===== src/rtl/dds_cordic_multichannel.sv =====
// Time-multiplexed multi-channel DDS: per-channel phase accumulators feed one
// pipelined CORDIC rotator round-robin; each sin/cos pair carries its channel tag.
module dds_cordic_multichannel #(
   parameter int PHASE_WIDTH   = 16,
   parameter int VALUE_WIDTH   = 12,
   parameter int CHANNELS      = 4,
   parameter int CORDIC_STAGES = 12,
   parameter int INITIAL_STEP  = 1,
   localparam int CH_W = (CHANNELS > 1) ? $clog2(CHANNELS) : 1
) (
   input  logic                          CLK,
   input  logic                          RESET,
   input  logic                          enable,
   input  logic                          SET,
   input  logic                          set_sel,
   input  logic [CH_W-1:0]               set_channel,
   input  logic [PHASE_WIDTH-1:0]        set_data,
   output logic signed [VALUE_WIDTH-1:0] sin_value,
   output logic signed [VALUE_WIDTH-1:0] cos_value,
   output logic                          value_valid,
   output logic [CH_W-1:0]               value_channel,
   output logic                          zero_phase
);

   // Datapath keeps VALUE_WIDTH+2 integer bits plus GUARD fraction bits; angles
   // carry ZF fraction bits below the phase LSB (full circle = 2^ZW).
   localparam int S     = CORDIC_STAGES;
   localparam int GUARD = 6;
   localparam int ZF    = 4;
   localparam int DW    = VALUE_WIDTH + 2 + GUARD;
   localparam int ZW    = PHASE_WIDTH + ZF;
   localparam int AMP   = (1 << (VALUE_WIDTH - 1)) - 1;
   localparam longint X0_INT = (longint'(607253) * AMP + 500000) / 1000000;
   localparam logic signed [DW-1:0] X0     = DW'(X0_INT << GUARD);
   localparam logic signed [DW-1:0] HALF   = DW'(1 << (GUARD - 1));
   localparam logic signed [DW-1:0] SAT_HI = DW'(AMP);
   localparam logic signed [DW-1:0] SAT_LO = -SAT_HI;

   // atan(2^-i) scaled to 2^32 per full circle, rescaled to 2^ZW per circle.
   function automatic logic signed [ZW-1:0] atan_rom(input int i);
      logic [63:0] a;
      case (i)
         0:  a = 64'h2000_0000;
         1:  a = 64'h12E4_051E;
         2:  a = 64'h09FB_385B;
         3:  a = 64'h0511_11D4;
         4:  a = 64'h028B_0D43;
         5:  a = 64'h0145_D7E1;
         6:  a = 64'h00A2_F61E;
         7:  a = 64'h0051_7C55;
         8:  a = 64'h0028_BE53;
         9:  a = 64'h0014_5F2F;
         10: a = 64'h000A_2F98;
         11: a = 64'h0005_17CC;
         12: a = 64'h0002_8BE6;
         13: a = 64'h0001_45F3;
         14: a = 64'h0000_A2FA;
         15: a = 64'h0000_517D;
         16: a = 64'h0000_28BE;
         17: a = 64'h0000_145F;
         default: a = 64'h0;
      endcase
      if (ZW < 32) a = (a + (64'd1 << (31 - ZW))) >> (32 - ZW);
      else         a = a << (ZW - 32);
      return ZW'(a);
   endfunction

   function automatic logic signed [VALUE_WIDTH-1:0] sat_round(input logic signed [DW-1:0] v);
      logic signed [DW-1:0] r;
      r = (v + HALF) >>> GUARD;
      if (r > SAT_HI)      r = SAT_HI;
      else if (r < SAT_LO) r = SAT_LO;
      return r[VALUE_WIDTH-1:0];
   endfunction

   logic [PHASE_WIDTH-1:0] acc    [CHANNELS];
   logic [PHASE_WIDTH-1:0] step   [CHANNELS];
   logic [PHASE_WIDTH-1:0] offset [CHANNELS];
   logic [CH_W-1:0]        slot;
   logic                   set_hit;
   logic [PHASE_WIDTH-1:0] issue_phase;

   assign set_hit     = SET && ({1'b0, set_channel} < (CH_W + 1)'(CHANNELS));
   assign issue_phase = acc[slot] + offset[slot];

   always_ff @(posedge CLK or negedge RESET) begin
      if (!RESET) begin
         slot <= '0;
         for (int c = 0; c < CHANNELS; c++) begin
            acc[c]    <= '0;
            step[c]   <= PHASE_WIDTH'(INITIAL_STEP);
            offset[c] <= '0;
         end
      end else begin
         if (enable) begin
            acc[slot] <= acc[slot] + step[slot];
            slot      <= (slot == CH_W'(CHANNELS - 1)) ? '0 : slot + 1'b1;
         end
         // NOTE: the config write comes after the accumulate, so its non-blocking
         // update wins when both target the same channel in one cycle.
         if (set_hit) begin
            if (set_sel) begin
               offset[set_channel] <= set_data;
            end else begin
               step[set_channel] <= set_data;
               acc[set_channel]  <= '0;
            end
         end
      end
   end

   // vld[0] = issue, vld[1] = fold, vld[2..S+1] = CORDIC stages, vld[S+2] = round.
   logic [S+2:0] vld;

   always_ff @(posedge CLK or negedge RESET) begin
      if (!RESET) vld <= '0;
      else        vld <= {vld[S+1:0], enable};
   end

   logic [PHASE_WIDTH-1:0]  is_phase;
   logic [CH_W-1:0]         is_ch;
   logic signed [DW-1:0]    cx  [S+1];
   logic signed [DW-1:0]    cy  [S+1];
   logic signed [ZW-1:0]    cz  [S+1];
   logic [1:0]              cq  [S+1];
   logic [CH_W-1:0]         cch [S+1];
   logic                    czr [S+1];
   logic signed [VALUE_WIDTH-1:0] rs, rc;
   logic [1:0]              rq;
   logic [CH_W-1:0]         rch;
   logic                    rz;

   // NOTE: datapath registers carry no reset; the valid bits alone decide
   // which of their contents ever reach the outputs.
   always_ff @(posedge CLK) begin
      is_phase <= issue_phase;
      is_ch    <= slot;
      cx[0]    <= X0;
      cy[0]    <= '0;
      cz[0]    <= {2'b00, is_phase[PHASE_WIDTH-3:0], {ZF{1'b0}}};
      cq[0]    <= is_phase[PHASE_WIDTH-1 -: 2];
      cch[0]   <= is_ch;
      czr[0]   <= (is_phase == '0);
      for (int i = 0; i < S; i++) begin
         if (!cz[i][ZW-1]) begin
            cx[i+1] <= cx[i] - (cy[i] >>> i);
            cy[i+1] <= cy[i] + (cx[i] >>> i);
            cz[i+1] <= cz[i] - atan_rom(i);
         end else begin
            cx[i+1] <= cx[i] + (cy[i] >>> i);
            cy[i+1] <= cy[i] - (cx[i] >>> i);
            cz[i+1] <= cz[i] + atan_rom(i);
         end
         cq[i+1]  <= cq[i];
         cch[i+1] <= cch[i];
         czr[i+1] <= czr[i];
      end
      rs  <= sat_round(cy[S]);
      rc  <= sat_round(cx[S]);
      rq  <= cq[S];
      rch <= cch[S];
      rz  <= czr[S];
   end

   always_ff @(posedge CLK or negedge RESET) begin
      if (!RESET) begin
         sin_value     <= '0;
         cos_value     <= '0;
         value_valid   <= 1'b0;
         value_channel <= '0;
         zero_phase    <= 1'b0;
      end else begin
         value_valid <= vld[S+2];
         if (vld[S+2]) begin
            value_channel <= rch;
            zero_phase    <= rz;
            case (rq)
               2'd0: begin sin_value <= rs;  cos_value <= rc;  end
               2'd1: begin sin_value <= rc;  cos_value <= -rs; end
               2'd2: begin sin_value <= -rs; cos_value <= -rc; end
               2'd3: begin sin_value <= -rc; cos_value <= rs;  end
            endcase
         end
      end
   end

endmodule


===== config.mk =====
export PLATFORM = sky130hd
export DESIGN_NAME = dds_cordic_multichannel
export DESIGN_NICKNAME = d
export VERILOG_FILES = /design/src/rtl/dds_cordic_multichannel.sv
export SDC_FILE = /design/constraint.sdc
export NUM_CORES = 2
export LEC_CHECK = 0
export ABC_AREA = 1
export CAP_MARGIN = 20
export CORE_MARGIN = 5
export CORE_UTILIZATION = 60
export DETAILED_ROUTE_END_ITERATION = 8
export PLACE_DENSITY = 0.81
export SYNTH_ARGS = -nofsm -noshare
export SYNTH_HDL_FRONTEND = slang
export SYNTH_SLANG_ARGS = --single-unit

===== constraint.sdc =====
create_clock -name CLK -period 3.8 [get_ports CLK]
set_input_delay 0.38 -clock CLK [delete_from_list [all_inputs] [get_ports CLK]]
set_output_delay 0.38 -clock CLK [all_outputs]
set_load 0.01 [all_outputs]

==> results_dict.tcl <==
set metrics [dict create \
    ys_warn_count 0 \
    drt-pass1-iter-count 9 \
    worstMarginPinSlew_ps 1120 \
    drv_cap 0 \
    tns_ps 0 \
    syn-cell-area_um2 58500 \
    yosys-mux-area-fraction 0 \
    insertion_delay_ps 710 \
    slowest_stage "dfxtp_1" \
    synth_top_family_by_area "simple AND/OR/NAND/NOR gates" \
    io_buffers 50 \
    vias 53000 \
    synthAdderAreaFrac 0.131 \
    violations "design-rule violations" \
    die_h_um 322 \
    synthTopCellsByArea "dfxtp_1 24%, ha_1 12%, nand2_1 11%" \
    ys.flop_type "dfxtp_1" \
    routed_wl_um 158000 \
    track_usage 0.297 \
    via_per_inst 5.66 \
    die_width_um 322 \
    fin_area_um2 64100 \
    worst_setup_path_end_kind "flop" \
    timing.final.crit_period_ps 3300 \
    hold_buffers 1 \
    fp-row-count 114 \
    globalplace.congestion 0.977 \
    crit_chain "clkinv_1 -> buf_4 -> nand2_1 -> o21ai_0 -> ha_1 -> nand2_1 -> o21ai_0 -> a21boi_0 -> o21ai_0 -> nand3_1 -> nand3_1 -> nand2_1" \
    grt_overflow_total 0 \
    hp-class "input pin to flop" \
    synth-seq-area-share 0.337 \
    setup_viol 0 \
    slew_headroom 0.253 \
    synth_top_area_frac 0.236 \
    wl_per_cell_um 16.9 \
    synth_compound_area_frac 0.148 \
    clkTransAtPathRegs_ps 60 \
    maxSlewViolCount 0 \
    synth_nets 8544 \
    drt-initial-drc-count 4613 \
    drc 2 \
    finalHoldViolations 0 \
    syn_avg_cell_area_um2 7.39 \
    synth_xor_area_frac 0.0957 \
    drive_above_1_share 0.0324 \
    grt_pass1_vias 49900 \
    crit_required_ps 4410 \
    crit_fanout 20 \
    crit_family "compound AO/OA/AOI/OAI gates" \
    cts_buffer_depth 3 \
    cts_tree "yes" \
    outcome "complete, but fails checks" \
    synth-edff-count 0 \
    dpl.hpwl_um 123000 \
    die_area_um2 104000 \
    worst_setup_path_start_kind "flop" \
    ioPinCount 51 \
    numCtsBuffers 97 \
    cts-root-buf "clkbuf_16" \
    critPathKind "flop to flop" \
    cp_slowest_stage_delay_ps 620 \
    crit_arrival_ps 3900 \
    placed_area_um2 60600 \
    ys_seq_elements 926 \
    cts_resized 0 \
    synth-simple-area-share 0.225 \
    postCtsSetupBuffers 0 \
    num_antenna_cells 0 \
    antenna_left 0 \
    netlist-cell-type-count 52 \
    max_clock_freq_mhz 303 \
    num-nets-final 8624 \
    area_growth_pct 9.44 \
    grt_antenna_before_repair 1 \
    clock_sinks 926 \
    skew_ps 42.5 \
    path_buf_inv 2 \
    async_flop_share 0.256 \
    netlist_instances 7920 \
    grt_max_degree 114 \
    start_util 0.605 \
    cts-htree-levels 3 \
    synth_top_cell_by_area "dfxtp_1" \
    core_um2 96700 \
    grt_setup_unrepaired "false" \
    grt_pass1_wl_um 256000 \
    fin_crit_sh 0.867 \
]
sequential cells by signal, summed over array words and instances (netlist names):
name / cells
vld: 15
acc: 64
cos_value: 12
is_ch: 2
cq: 26
czr: 13
value_valid: 1
cz: 195
offset: 64
zero_phase: 1
rch: 2
rz: 1
sin_value: 12
cx: 190
slot: 2
cy: 192
value_channel: 2
rs: 12
cch: 26
rq: 2
is_phase: 16
rc: 12
step: 64
cells by family after synthesis:
family | Yosys count
AND/OR/NAND/NOR | 3211
AO/OA/AOI/OAI | 1579
buffers and inverters | 963
flip-flops | 926
XOR/XNOR | 640
adder cells (fa/ha/maj) | 601
final cells by class:
cell class / instances / area [µm²]
clock buffer: 131 / 2750
clock inverter: 52 / 673
fill: 8401 / 32600
inverter: 841 / 3160
multi-input combinational: 6031 / 35200
sequential: 926 / 19700
tap: 1276 / 1600
timing repair buffer: 103 / 993
worst paths after layout:
check	start	endpoint	slack, ps	cells after the start
max	cz[11][19]	cx[6][15]	500	12
max reg2reg	cz[11][19]	cx[6][15]	500	12
min reg2reg	cq[9][0]	cq[10][0]	310	0
min in group asynchronous	RESET	offset[9]	350	2
min	set_data[15]	offset[15]	280	3
max in group asynchronous	RESET	acc[57]	2480	3
synth_stat cells (all sizes together) (2+ instances only):
cell type / instances
o22ai: 49
o21bai: 66
and2: 2
a31o: 2
a211oi: 4
fa: 23
o31ai: 34
nand3b: 23
o221ai: 3
a41oi: 2
nand4: 101
a21o: 62
or2: 10
a21boi: 44
nor4: 34
nor2: 788
xnor2: 174
nor3: 93
o211ai: 17
xor2: 466
inv: 838
o21a: 11
clkinv: 3
dfxtp: 689
clkbuf: 103
nand2: 1748
a31oi: 40
a21oi: 632
ha: 578
a32oi: 2
o21ai: 605
o2111ai: 2
nor3b: 5
dfstp: 4
nand3: 406
dfrtp: 233
buf: 19
a221oi: 3
cell usage in the layout (no fill, tap or decap), types with 174 or more instances in the layout:
cell / instances
a21oi_1: 632
ha_1: 578
xnor2_1: 174
o21ai_0: 593
nand3_1: 405
nand2_1: 1739
dfxtp_1: 688
inv_1: 830
nor2_1: 783
dfrtp_1: 232
xor2_1: 466
stage by stage:
stage	instances	util	worst slack, ps	hold WS, ps
2_1_floorplan	7920	-	545	84.4
3_3_place_gp	9176	0.627	496	311
3_5_place_dp	9176	0.627	567	312
4_1_cts	9360	0.663	540	235
5_1_grt	9360	0.663	226	274
6_report	9360	0.663	504	284
metal layers:
metal	up-vias	track usage	wire length (µm)
li1	26400	-	-
met1	24300	0.394	69200
met2	1857	0.507	73900
met3	384	0.0366	9450
met4	0	0.0958	5860
met5	-	0	0
worst reg2reg max path, delay by kind of cell (launching register included):
family,cells,cell delay (ps)
AND/OR/NAND/NOR,5,470
flip-flops,1,620
AO/OA/AOI/OAI,4,1260
adder cells (fa/ha/maj),1,300
buffers and inverters,2,540
Power is left out: the tool's default activity adds up to more than one toggle a clock period on the data nets, which glitch-free logic cannot reach.
